[src/rtl/camera_pose_ctrl.sv]
// Camera pose front end for the mode-7 renderer: buffers the newest physics sample,
// integrates rotate buttons, and commits x/y/angle once per frame at vblank start.
module camera_pose_ctrl #(
  parameter int H_ACTIVE    = 1280,
  parameter int V_ACTIVE    = 720,
  parameter int ANGLE_STEP  = 1,
  parameter int FAST_STEP   = 3,
  parameter int HOLD_FRAMES = 30,
  parameter int INIT_ANGLE  = 90,
  parameter int INIT_X      = 0,
  parameter int INIT_Y      = 0
) (
  input  logic        pixel_clk_in,
  input  logic        rst_n_in,
  input  logic [10:0] hcount_in,
  input  logic [9:0]  vcount_in,
  input  logic        rotl_in,
  input  logic        rotr_in,
  input  logic        pos_valid_in,
  input  logic [15:0] ballx_in,
  input  logic [15:0] bally_in,
  output logic        pos_ready_out,
  output logic [15:0] ballx_out,
  output logic [15:0] bally_out,
  output logic [15:0] angle_out,
  output logic        frame_start_out
);

  typedef enum logic [1:0] {ROT_IDLE, ROT_SLOW, ROT_FAST} rot_state_e;

  localparam int              CNT_W     = $clog2(HOLD_FRAMES + 1);
  localparam logic [CNT_W-1:0] HOLD_MAX = CNT_W'(HOLD_FRAMES);
  localparam logic [CNT_W-1:0] CNT_ONE  = CNT_W'(1);
  localparam logic [15:0]     FULL_TURN = 16'd360;
  localparam logic [15:0]     SLOW_INC  = 16'(ANGLE_STEP);
  localparam logic [15:0]     FAST_INC  = 16'(FAST_STEP);

  rot_state_e       state_q, state_d;
  logic [CNT_W-1:0] cnt_q, cnt_d, cnt_inc;
  logic             dir_left_q, dir_left_d;
  logic             commit_q, commit_d;
  logic             ready_q, ready_d;
  logic             frame_start_q, frame_start_d;
  logic [15:0]      ballx_q, ballx_d, bally_q, bally_d, angle_q, angle_d;
  logic [15:0]      shx_q, shx_d, shy_q, shy_d;
  logic             dir_l, dir_r, any_dir, same_dir, do_step;
  logic [15:0]      step_amt, sum, angle_l, angle_r;

  // Handshake: a sample transfers on a clock edge where pos_valid_in && pos_ready_out;
  // ready drops only during the commit cycle, so the shadow is frozen while it is copied.
  always_comb begin
    commit_d = (vcount_in == 10'(V_ACTIVE)) && (hcount_in == 11'd0) && (11'd0 < 11'(H_ACTIVE));
    ready_d  = ~commit_d;

    shx_d = shx_q;
    shy_d = shy_q;
    if (pos_valid_in && ready_q) begin
      shx_d = ballx_in;
      shy_d = bally_in;
    end

    dir_l    = rotl_in & ~rotr_in;
    dir_r    = rotr_in & ~rotl_in;
    any_dir  = dir_l | dir_r;
    same_dir = (dir_l == dir_left_q);
    cnt_inc  = (cnt_q >= HOLD_MAX) ? HOLD_MAX : cnt_q + CNT_ONE;

    state_d    = state_q;
    cnt_d      = cnt_q;
    dir_left_d = dir_left_q;
    do_step    = 1'b0;
    step_amt   = SLOW_INC;
    if (commit_q) begin
      unique case (state_q)
        ROT_IDLE: begin
          if (any_dir) begin
            state_d    = ROT_SLOW;
            cnt_d      = CNT_ONE;
            dir_left_d = dir_l;
            do_step    = 1'b1;
          end
        end
        ROT_SLOW, ROT_FAST: begin
          if (!any_dir) begin
            state_d = ROT_IDLE;
            cnt_d   = '0;
          end else if (!same_dir) begin
            state_d    = ROT_SLOW;
            cnt_d      = CNT_ONE;
            dir_left_d = dir_l;
            do_step    = 1'b1;
          end else if (state_q == ROT_FAST) begin
            do_step  = 1'b1;
            step_amt = FAST_INC;
          end else begin
            cnt_d   = cnt_inc;
            do_step = 1'b1;
            if (cnt_inc == HOLD_MAX) begin
              state_d  = ROT_FAST;
              step_amt = FAST_INC;
            end
          end
        end
        default: begin
          state_d = ROT_IDLE;
          cnt_d   = '0;
        end
      endcase
    end

    // Both directions wrap into 0..359 without ever leaving 16 bits.
    sum     = angle_q + step_amt;
    angle_l = (sum >= FULL_TURN) ? sum - FULL_TURN : sum;
    angle_r = (angle_q < step_amt) ? angle_q + FULL_TURN - step_amt : angle_q - step_amt;

    ballx_d       = ballx_q;
    bally_d       = bally_q;
    angle_d       = angle_q;
    frame_start_d = commit_q;
    if (commit_q) begin
      ballx_d = shx_q;
      bally_d = shy_q;
      if (do_step) angle_d = dir_l ? angle_l : angle_r;
    end
  end

  always_ff @(posedge pixel_clk_in or negedge rst_n_in) begin
    if (!rst_n_in) begin
      state_q       <= ROT_IDLE;
      cnt_q         <= '0;
      dir_left_q    <= 1'b0;
      commit_q      <= 1'b0;
      ready_q       <= 1'b0;
      frame_start_q <= 1'b0;
      ballx_q       <= 16'(INIT_X);
      bally_q       <= 16'(INIT_Y);
      angle_q       <= 16'(INIT_ANGLE);
      shx_q         <= 16'(INIT_X);
      shy_q         <= 16'(INIT_Y);
    end else begin
      state_q       <= state_d;
      cnt_q         <= cnt_d;
      dir_left_q    <= dir_left_d;
      commit_q      <= commit_d;
      ready_q       <= ready_d;
      frame_start_q <= frame_start_d;
      ballx_q       <= ballx_d;
      bally_q       <= bally_d;
      angle_q       <= angle_d;
      shx_q         <= shx_d;
      shy_q         <= shy_d;
    end
  end

  assign pos_ready_out   = ready_q;
  assign ballx_out       = ballx_q;
  assign bally_out       = bally_q;
  assign angle_out       = angle_q;
  assign frame_start_out = frame_start_q;

endmodule

[config.mk]
export PLATFORM = sky130hd
export DESIGN_NAME = camera_pose_ctrl
export DESIGN_NICKNAME = d
export VERILOG_FILES = /design/src/rtl/camera_pose_ctrl.sv
export SDC_FILE = /design/constraint.sdc
export NUM_CORES = 1
export LEC_CHECK = 0
export BUFFER_PORTS_ARGS = -buffer_cell sky130_fd_sc_hd__buf_2
export CORE_MARGIN = 2
export CORE_UTILIZATION = 57
export DETAILED_ROUTE_END_ITERATION = 8
export GPL_TIMING_DRIVEN = 0
export PLACE_DENSITY_LB_ADDON = 0.05
export SLEW_MARGIN = 20
export SYNTH_ARGS = -nofsm -noshare
export SYNTH_HDL_FRONTEND = slang
export SYNTH_SLANG_ARGS = --single-unit
[constraint.sdc]
create_clock -name pixel_clk_in -period 5.3 [get_ports pixel_clk_in]
set_clock_uncertainty 0.2 [all_clocks]
set_input_delay 1.06 -clock pixel_clk_in [delete_from_list [all_inputs] [get_ports pixel_clk_in]]
set_output_delay 1.06 -clock pixel_clk_in [all_outputs]
set_load 0.02 [all_outputs]
# After elaboration in Yosys (flattened, before gate mapping)
# Index checks and enable logic that the tools add are counted.
# totals
inputBits,58
reg_bits,91
# classes
muxes,28
n_lt_le_gt_ge,3
n_reduce_logical,11
n_bitwise,6
addsub,6
eq_ne,10
# ops
cell,n
$mux W16,3
$sub A16 B16 Y16,2
$mux W5,5
$mux W2,11
$add A16 B16 Y16,1
$add A16 B9 Y16 const B,1
$ge A16 B9 Y1 const B,1
$lt A16 B16 Y1,1
$sub A16 B9 Y16 const B,1
$logic_not A11 Y1,1
$eq A10 B10 Y1 const B,1
$pmux W5 S2,1
$ne A4 B4 Y1 const B,2
$mux W1,6
$ne A2 B2 Y1 const B,3
$add A5 B1 Y5 const B,1
$eq A5 B5 Y1 const B,1
$ge A5 B5 Y1 const B,1
$reduce_and A5 Y1,1
$pmux W2 S2,1
$reduce_and A4 Y1,1
$not A1 Y1,3
$reduce_and A3 Y1,1
$reduce_or A3 Y1,1
11 further kinds,13

# Logic depth before layout (Yosys ltp)
# Gate-level depths: netlist (run 1).
# depth
depth_word,13
depth_mapped,20
depth_no_buf,19

# Worst setup path after synthesis (run 1)
# No wires, ideal clock.
# synth_timing
path_type,input -> register
from,input rotr_in
to,register angle_q[15] (netlist: angle_out[15])
path_stages,16
setup_ns,0.126
setup_slack_ns,0.657
t_arrival_ns,4.316
path_cell_list,inv_1 -> ha_1 -> nor2b_1 -> nand2_1 -> inv_1 -> o211ai_1 -> ha_1 -> o311ai_0 -> and2_1 -> ha_1 -> nor2_1 -> o311a_2 -> a2111oi_4 -> a22o_1 -> nand2_1 -> a311o_1
# synth_via
elab_chain_cells,11
# synth_rtl
element,line,source
from (decl),18,"input logic rotr_in,"
$not A1 Y1,62,dir_l = rotl_in & ~rotr_in;
$and A1 B1 Y1,62,
$eq A1 B1 Y1,65,same_dir = (dir_l == dir_left_q);
$mux W2,87,end else if (!same_dir) begin
$mux W2,84,if (!any_dir) begin
$mux W2,74,unique case (state_q)
$mux W2,73,if (commit_q) begin
$add A16 B16 Y16,112,sum = angle_q + step_amt;
$sub A16 B9 Y16 or $ge A16 B9 Y1 (tied branches),113,angle_l = (sum >= FULL_TURN) ? sum - FULL_TURN : sum;
$mux W16,113,
$mux W16,123,if (do_step) angle_d = dir_l ? angle_l : angle_r;
to (signal assigned),137,angle_q <= 16'(INIT_ANGLE);
to (signal assigned),149,angle_q <= angle_d;
to (decl),44,"logic [15:0] ballx_q, ballx_d, bally_q, bally_d, angle_q, angle_d;"
# Several ways; a longest one is shown, not always the timed one.
# A chain may end at the register's enable or synchronous reset.

# Worst setup path in the final report (run 1)
# layout_timing
from,input rotl_in
to,register angle_q[15] (netlist: angle_out[15])
# layout_via
elab_chain_cells,10
# layout_rtl
element,line,source
from (decl),17,"input logic rotl_in,"
$and A1 B1 Y1 *,62,
named net dir_l,46,"logic dir_l, dir_r, any_dir, same_dir, do_step;"
$eq A1 B1 Y1,65,
$mux W2,87,
$mux W2,84,
$mux W2,74,
$mux W2,73,
$add A16 B16 Y16,112,
$sub A16 B9 Y16 or $ge A16 B9 Y1 (tied branches),113,
$mux W16,113,
$mux W16,123,
# The timed path passes the listed nets; every way through them passes the cells marked *.

==> out/metrics.csv, run 1 <==
metric,value,unit
outcome,"finished, final reports clean",
FILL cells,810,
"Cell Area, Placed",6540,µm²
vias in the first global route,4751,
Fmax,201,MHz
unrepaired setup endpoints after global routing,no,
Seq pwr share,57.5,%
largest net degree at the start of global routing,63,
"commonest non-fill, non-tap cell in the layout",buf_2,
GRT Total Usage,25.8,%
largest fanout on the critical path,6,
fin area,6730,µm²
core area,9820,µm²
Hold Fails Final Rpt,0,
CTS Buf Count,9,
"Cell Area, Synth",5800,µm²
"FFs w/ async S/R, synth",100,%
Clock power frac,36.2,%
"commonest non-fill, non-tap cells in the layout","110 x buf_2, 87 x dfrtp_1, 65 x mux2_2",
Initial Util,59.1,%
antenna violations before repair,0,
ratio of cells with drive above 1 in the final layout,33.8,%
Final setup viols,0,
I/O pin count,108,
Max H-tree Level,3,
first-pass GRT wire length,22800,µm
syn_area_per_cell,10.8,µm²
routed len/inst,17.1,µm
Startpoint Class,input pin,
WHS,184,ps
post-route setup slack,327,ps
relative slew slack,47.3,%
Post-CTS Setup Bufs,0,
Post-synth EDFFs,0,
Clock Latency Late Sink,370,ps
die area,11000,µm²
"Net Count, Synth",639,
n_diodes,0,
max-cap viol count,0,
CP Data Arrival Time,5040,ps
DPL Wire Length,10600,µm
"Slew Viols, Final",0,
Synth Register Bits,91,
Setup crit end kind,register,
"Clk pin slew, worst setup/hold paths",100,ps
Post-synth top flop,dfrtp_1,
Nets,758,
Overflow after GRT,0,
Synth Warn #,0,
Starting DRT DRC Count,149,
Switching Power,0.325,mW
input/output buffers,107,
Slew @ Worst Pin,779,ps
TritonCTS clock tree,built,
RePlAce Congestion,0.962,
Yosys top cell area share,37.5,%
DR vias,4566,
Min-Delay Path Class,reg -> reg,
PD cells,189,nW/µm²
worst setup path category,in -> reg,
Yosys cell types,82,
hold_buf cts,0,
Die Span Y,105,µm
First-pass DRT Iterations,5,
CTS resizes,0,
Logic pwr share,6.3,%
Post-Place Setup Slack,-17.2,ps
row count,36,
Die X,105,µm
Pleak,3.20,nW
Detailed Route WL,13600,µm
Root Driver,clkbuf_8,
final antenna-violating net count,0,
Net Sw Frac,25.6,%
largest area contributor in the netlist,dfrtp_1,
DR vias/cell,5.74,
worst-case clock buffer depth,2,
Internal Pwr Total,0.944,mW
Area Growth Syn to Fin,15.9,%
Remaining DRCs,0,
worst vdd ir,0.202,mV
Mapped Cells,538,
Sink Count,91,
CP required,5370,ps
min Tclk post-route,4970,ps
"Seq/Total Area, Yosys",39.3,%
synth top area cells,"dfrtp_1 38%, mux2_2 13%, ha_1 8.6%",
Final period util,93.8,%
-- cell usage after synthesis (3+ instances only) --
master	instances
xnor2_1	29
a21o_1	3
buf_2	4
buf_1	5
nor2b_1	6
o31a_1	4
nand4_1	4
a22o_1	3
a32oi_1	3
clkbuf_1	7
ha_1	40
nand2b_1	4
o2111ai_1	3
o211ai_1	6
xor2_1	5
inv_1	33
fa_1	3
dfstp_2	4
nand2_1	35
o21ai_0	25
a21oi_1	13
o31ai_1	6
and3_1	3
buf_6	3
mux2i_1	5
and4_1	3
nor2_1	25
nand3_1	16
mux2_2	65
dfrtp_1	87
a31oi_1	3
a211oi_1	4
nor4_1	4
or3_1	4
nor3_1	11
-- per-stage QoR --
stage	TNS (ps)	utilization, %	total power, mW	std cells
after floorplan	0	-	0.777	538
after global placement	0	66.3	0.816	778
after detailed placement	-17.2	66.6	0.825	779
after CTS	0	68.5	1.28	795
after global routing	0	68.5	1.32	795
final	0	68.5	1.27	795
-- cells by family after synthesis --
kind of cell,count (synthesis),synth area share (%)
AO/OA/AOI/OAI,106,14.1
XOR/XNOR,36,5.69
adder cells (fa/ha/maj),44,9.83
buffers and inverters,55,4.72
flip-flops,91,39.3
multiplexers,72,13.9
AND/OR/NAND/NOR,134,12.5
-- cell type report --
type	count	area, µm²	share of cell area (%)
well taps	133	166	2.47
flip-flops and latches	91	2280	33.9
plain buffers	22	150	2.23
clock inverters	7	65.1	0.967
repair buffers	108	566	8.41
multi-input cells	392	3250	48.3
inverters	33	124	1.84
clock buffers	9	124	1.84
-- critical path: stages --
cell       delay, ps
buf_2            100
ha_1             260
xnor2_1          300
nand2_1          200
inv_1            120
o211ai_1         200
ha_1             430
o311ai_0         420
and2_1           240
ha_1             240
nor2_1           100
o311a_2          420
a2111oi_4        380
a22o_1           210
nand2_1           60
a311o_1          310
-- power groups by stage --
stage	clock, mW	combinational [mW]	sequential [mW]
2_1_floorplan	0	0.0376	0.739
3_3_place_gp	0	0.0748	0.741
3_5_place_dp	0	0.0811	0.744
4_1_cts	0.470	0.0811	0.730
5_1_grt	0.500	0.0887	0.733
6_report	0.459	0.0795	0.730
-- worst paths after layout --
path,from,to,slack (ps),depth (start not counted)
max in group asynchronous,rst_n_in,ballx_out[3],3830,2
min reg2reg,commit_q,frame_start_out,180,0
max,rotl_in,angle_out[15],330,16
max reg2reg,cnt_q[0],angle_out[15],510,15
min in group asynchronous,rst_n_in,cnt_q[4],430,1
min,commit_q,frame_start_out,180,0
-- metal layers --
layer  wire length, µm  share of wire (%)  up-vias  GRT usage, %
met1              5710                 42     2214          32.3
li1                  -                  -     2175             -
met3               947                7.0       19          5.99
met4               246                1.8        0          9.24
met5                 0                  0        -             0
met2              6660                 49      158          43.8
-- sequential cells by signal, indices dropped and copies added, names as in the netlist, 2 cells and up --
register / flops
angle_out: 16
ballx_out: 16
bally_out: 16
shx_q: 16
shy_q: 16
cnt_q: 5
state_q: 2
(Power assumes the default switching activity.)
==> run 2: changes to the inputs <==
CTS_BUF_LIST = sky130_fd_sc_hd__clkbuf_16   (was not set)
==> run 2 against run 1 <==
Net effect:
- final area is 1.5% higher
- hold slack worse by 5.6 ps
- sequential power hardly changed
- wire length about the same
- utilization is 1.0 points higher
- critical path depth grew 1
- worst setup slack improved by 29 ps
- final cell count stayed put
- critical path type unchanged
- register-to-register slack better by 50 ps
- fmax rose by 0.58%
==> out/metrics.csv, run 2 (synthesized netlist as in run 1, its figures left out) <==
metric,value,unit
outcome,"finished, final reports clean",
Min-Delay Path Class,reg -> reg,
die area,11000,µm²
TritonCTS clock tree,built,
CTS Buf Count,9,
DR vias,4534,
input/output buffers,107,
first-pass GRT wire length,23000,µm
I/O pin count,108,
vias in the first global route,4799,
largest fanout on the critical path,6,
largest net degree at the start of global routing,63,
CP Data Arrival Time,4970,ps
Clock Latency Late Sink,350,ps
worst vdd ir,0.241,mV
DPL Wire Length,10600,µm
Reg area,2280,µm²
routed len/inst,17.1,µm
"commonest non-fill, non-tap cells in the layout","110 x buf_2, 87 x dfrtp_1, 65 x mux2_2",
antenna violations before repair,0,
Fmax,202,MHz
Startpoint Class,input pin,
GRT Total Usage,26.2,%
post-route setup slack,355,ps
worst setup path category,in -> reg,
Multi-input gate area,3250,µm²
PD cells,210,nW/µm²
Starting DRT DRC Count,232,
Die Span Y,105,µm
hold_buf cts,0,
Final setup viols,0,
worst-case clock buffer depth,2,
Pleak,3.25,nW
min Tclk post-route,4940,ps
row count,36,
First-pass DRT Iterations,4,
Sink Count,91,
"Clk pin slew, worst setup/hold paths",70,ps
RePlAce Congestion,0.962,
Die X,105,µm
relative slew slack,47.6,%
Max H-tree Level,3,
core area,9820,µm²
Post-Place Setup Slack,-17.2,ps
Detailed Route WL,13600,µm
Area Growth Syn to Fin,17.6,%
max-cap viol count,0,
n_diodes,0,
Remaining DRCs,0,
Final period util,93.3,%
"Slew Viols, Final",0,
Overflow after GRT,0,
Root Driver,clkbuf_16,
Hold Fails Final Rpt,0,
fin area,6830,µm²
CP required,5320,ps
final antenna-violating net count,0,
Slew @ Worst Pin,775,ps
FILL cells,791,
ratio of cells with drive above 1 in the final layout,33.8,%
DR vias/cell,5.70,
Nets,758,
"commonest non-fill, non-tap cell in the layout",buf_2,
unrepaired setup endpoints after global routing,no,
Setup crit end kind,register,
Initial Util,59.1,%
"Cell Area, Placed",6540,µm²
## run 2: cell count changes in the layout (fill, tap and decap cells not counted)
cell       change
o311ai_1       +1
clkbuf_8       -9
clkbuf_16      +9
o311ai_0       -1
## run 2: worst paths after layout
path | start | endpoint | slack, ps | cells after the start
max in group asynchronous | rst_n_in | angle_out[14] | 3810 | 2
min in group asynchronous | rst_n_in | pos_ready_out | 460 | 1
worst max register to register | cnt_q[0] | angle_out[13] | 560 | 16
worst min register to register | commit_q | frame_start_out | 180 | 0
worst max-delay path | rotl_in | angle_out[13] | 360 | 17
worst min-delay path | commit_q | frame_start_out | 180 | 0
## run 2: metrics by stage
stage | setup TNS, ps | util (%) | power [mW] | hold WS (ps) | std cells
floorplan | 0 | - | 0.777 | 152 | 538
global placement | 0 | 66.3 | 0.816 | 168 | 778
detailed placement | -17.2 | 66.6 | 0.825 | 167 | 779
CTS | 0 | 69.5 | 1.45 | 182 | 795
global route | 0 | 69.5 | 1.49 | 214 | 795
finish | 0 | 69.5 | 1.44 | 179 | 795
## run 2: layer usage
layer	routed length (µm)	GRT usage (%)
met4	284	11.0
met5	0	0
met2	6680	44.6
met3	970	6.30
met1	5630	31.9
## run 2: repair_timing
item	CTS	global route
setup endpoints to repair	0	1
gates resized for setup	0	1
setup buffers	0	0
## run 2: layout make-up
type | instances | area share (%)
multi-input cells | 392 | 47.6
flip-flops and latches | 91 | 33.4
repair buffers | 108 | 8.28
clock buffers | 9 | 3.30
well taps | 133 | 2.44
plain buffers | 22 | 2.20
inverters | 33 | 1.81
clock inverters | 7 | 0.953
## run 2: critical path, cell delays in order
cell	delay (ps)
buf_2	100
ha_1	260
xnor2_1	290
nand2_1	200
inv_1	120
o211ai_1	200
ha_1	430
ha_1	240
fa_1	430
nand2_1	80
a31oi_1	130
o31a_1	280
o31a_1	260
o22ai_1	240
xnor2_1	150
o21ai_0	110
a221o_1	380
## run 2: power breakdown
part	leakage, nW	switching (mW)	internal (mW)
Clock	0.141	0.295	0.330
Combinational	1.95	0.0367	0.0428
Sequential	1.16	0.0116	0.719
Total	3.25	0.344	1.09
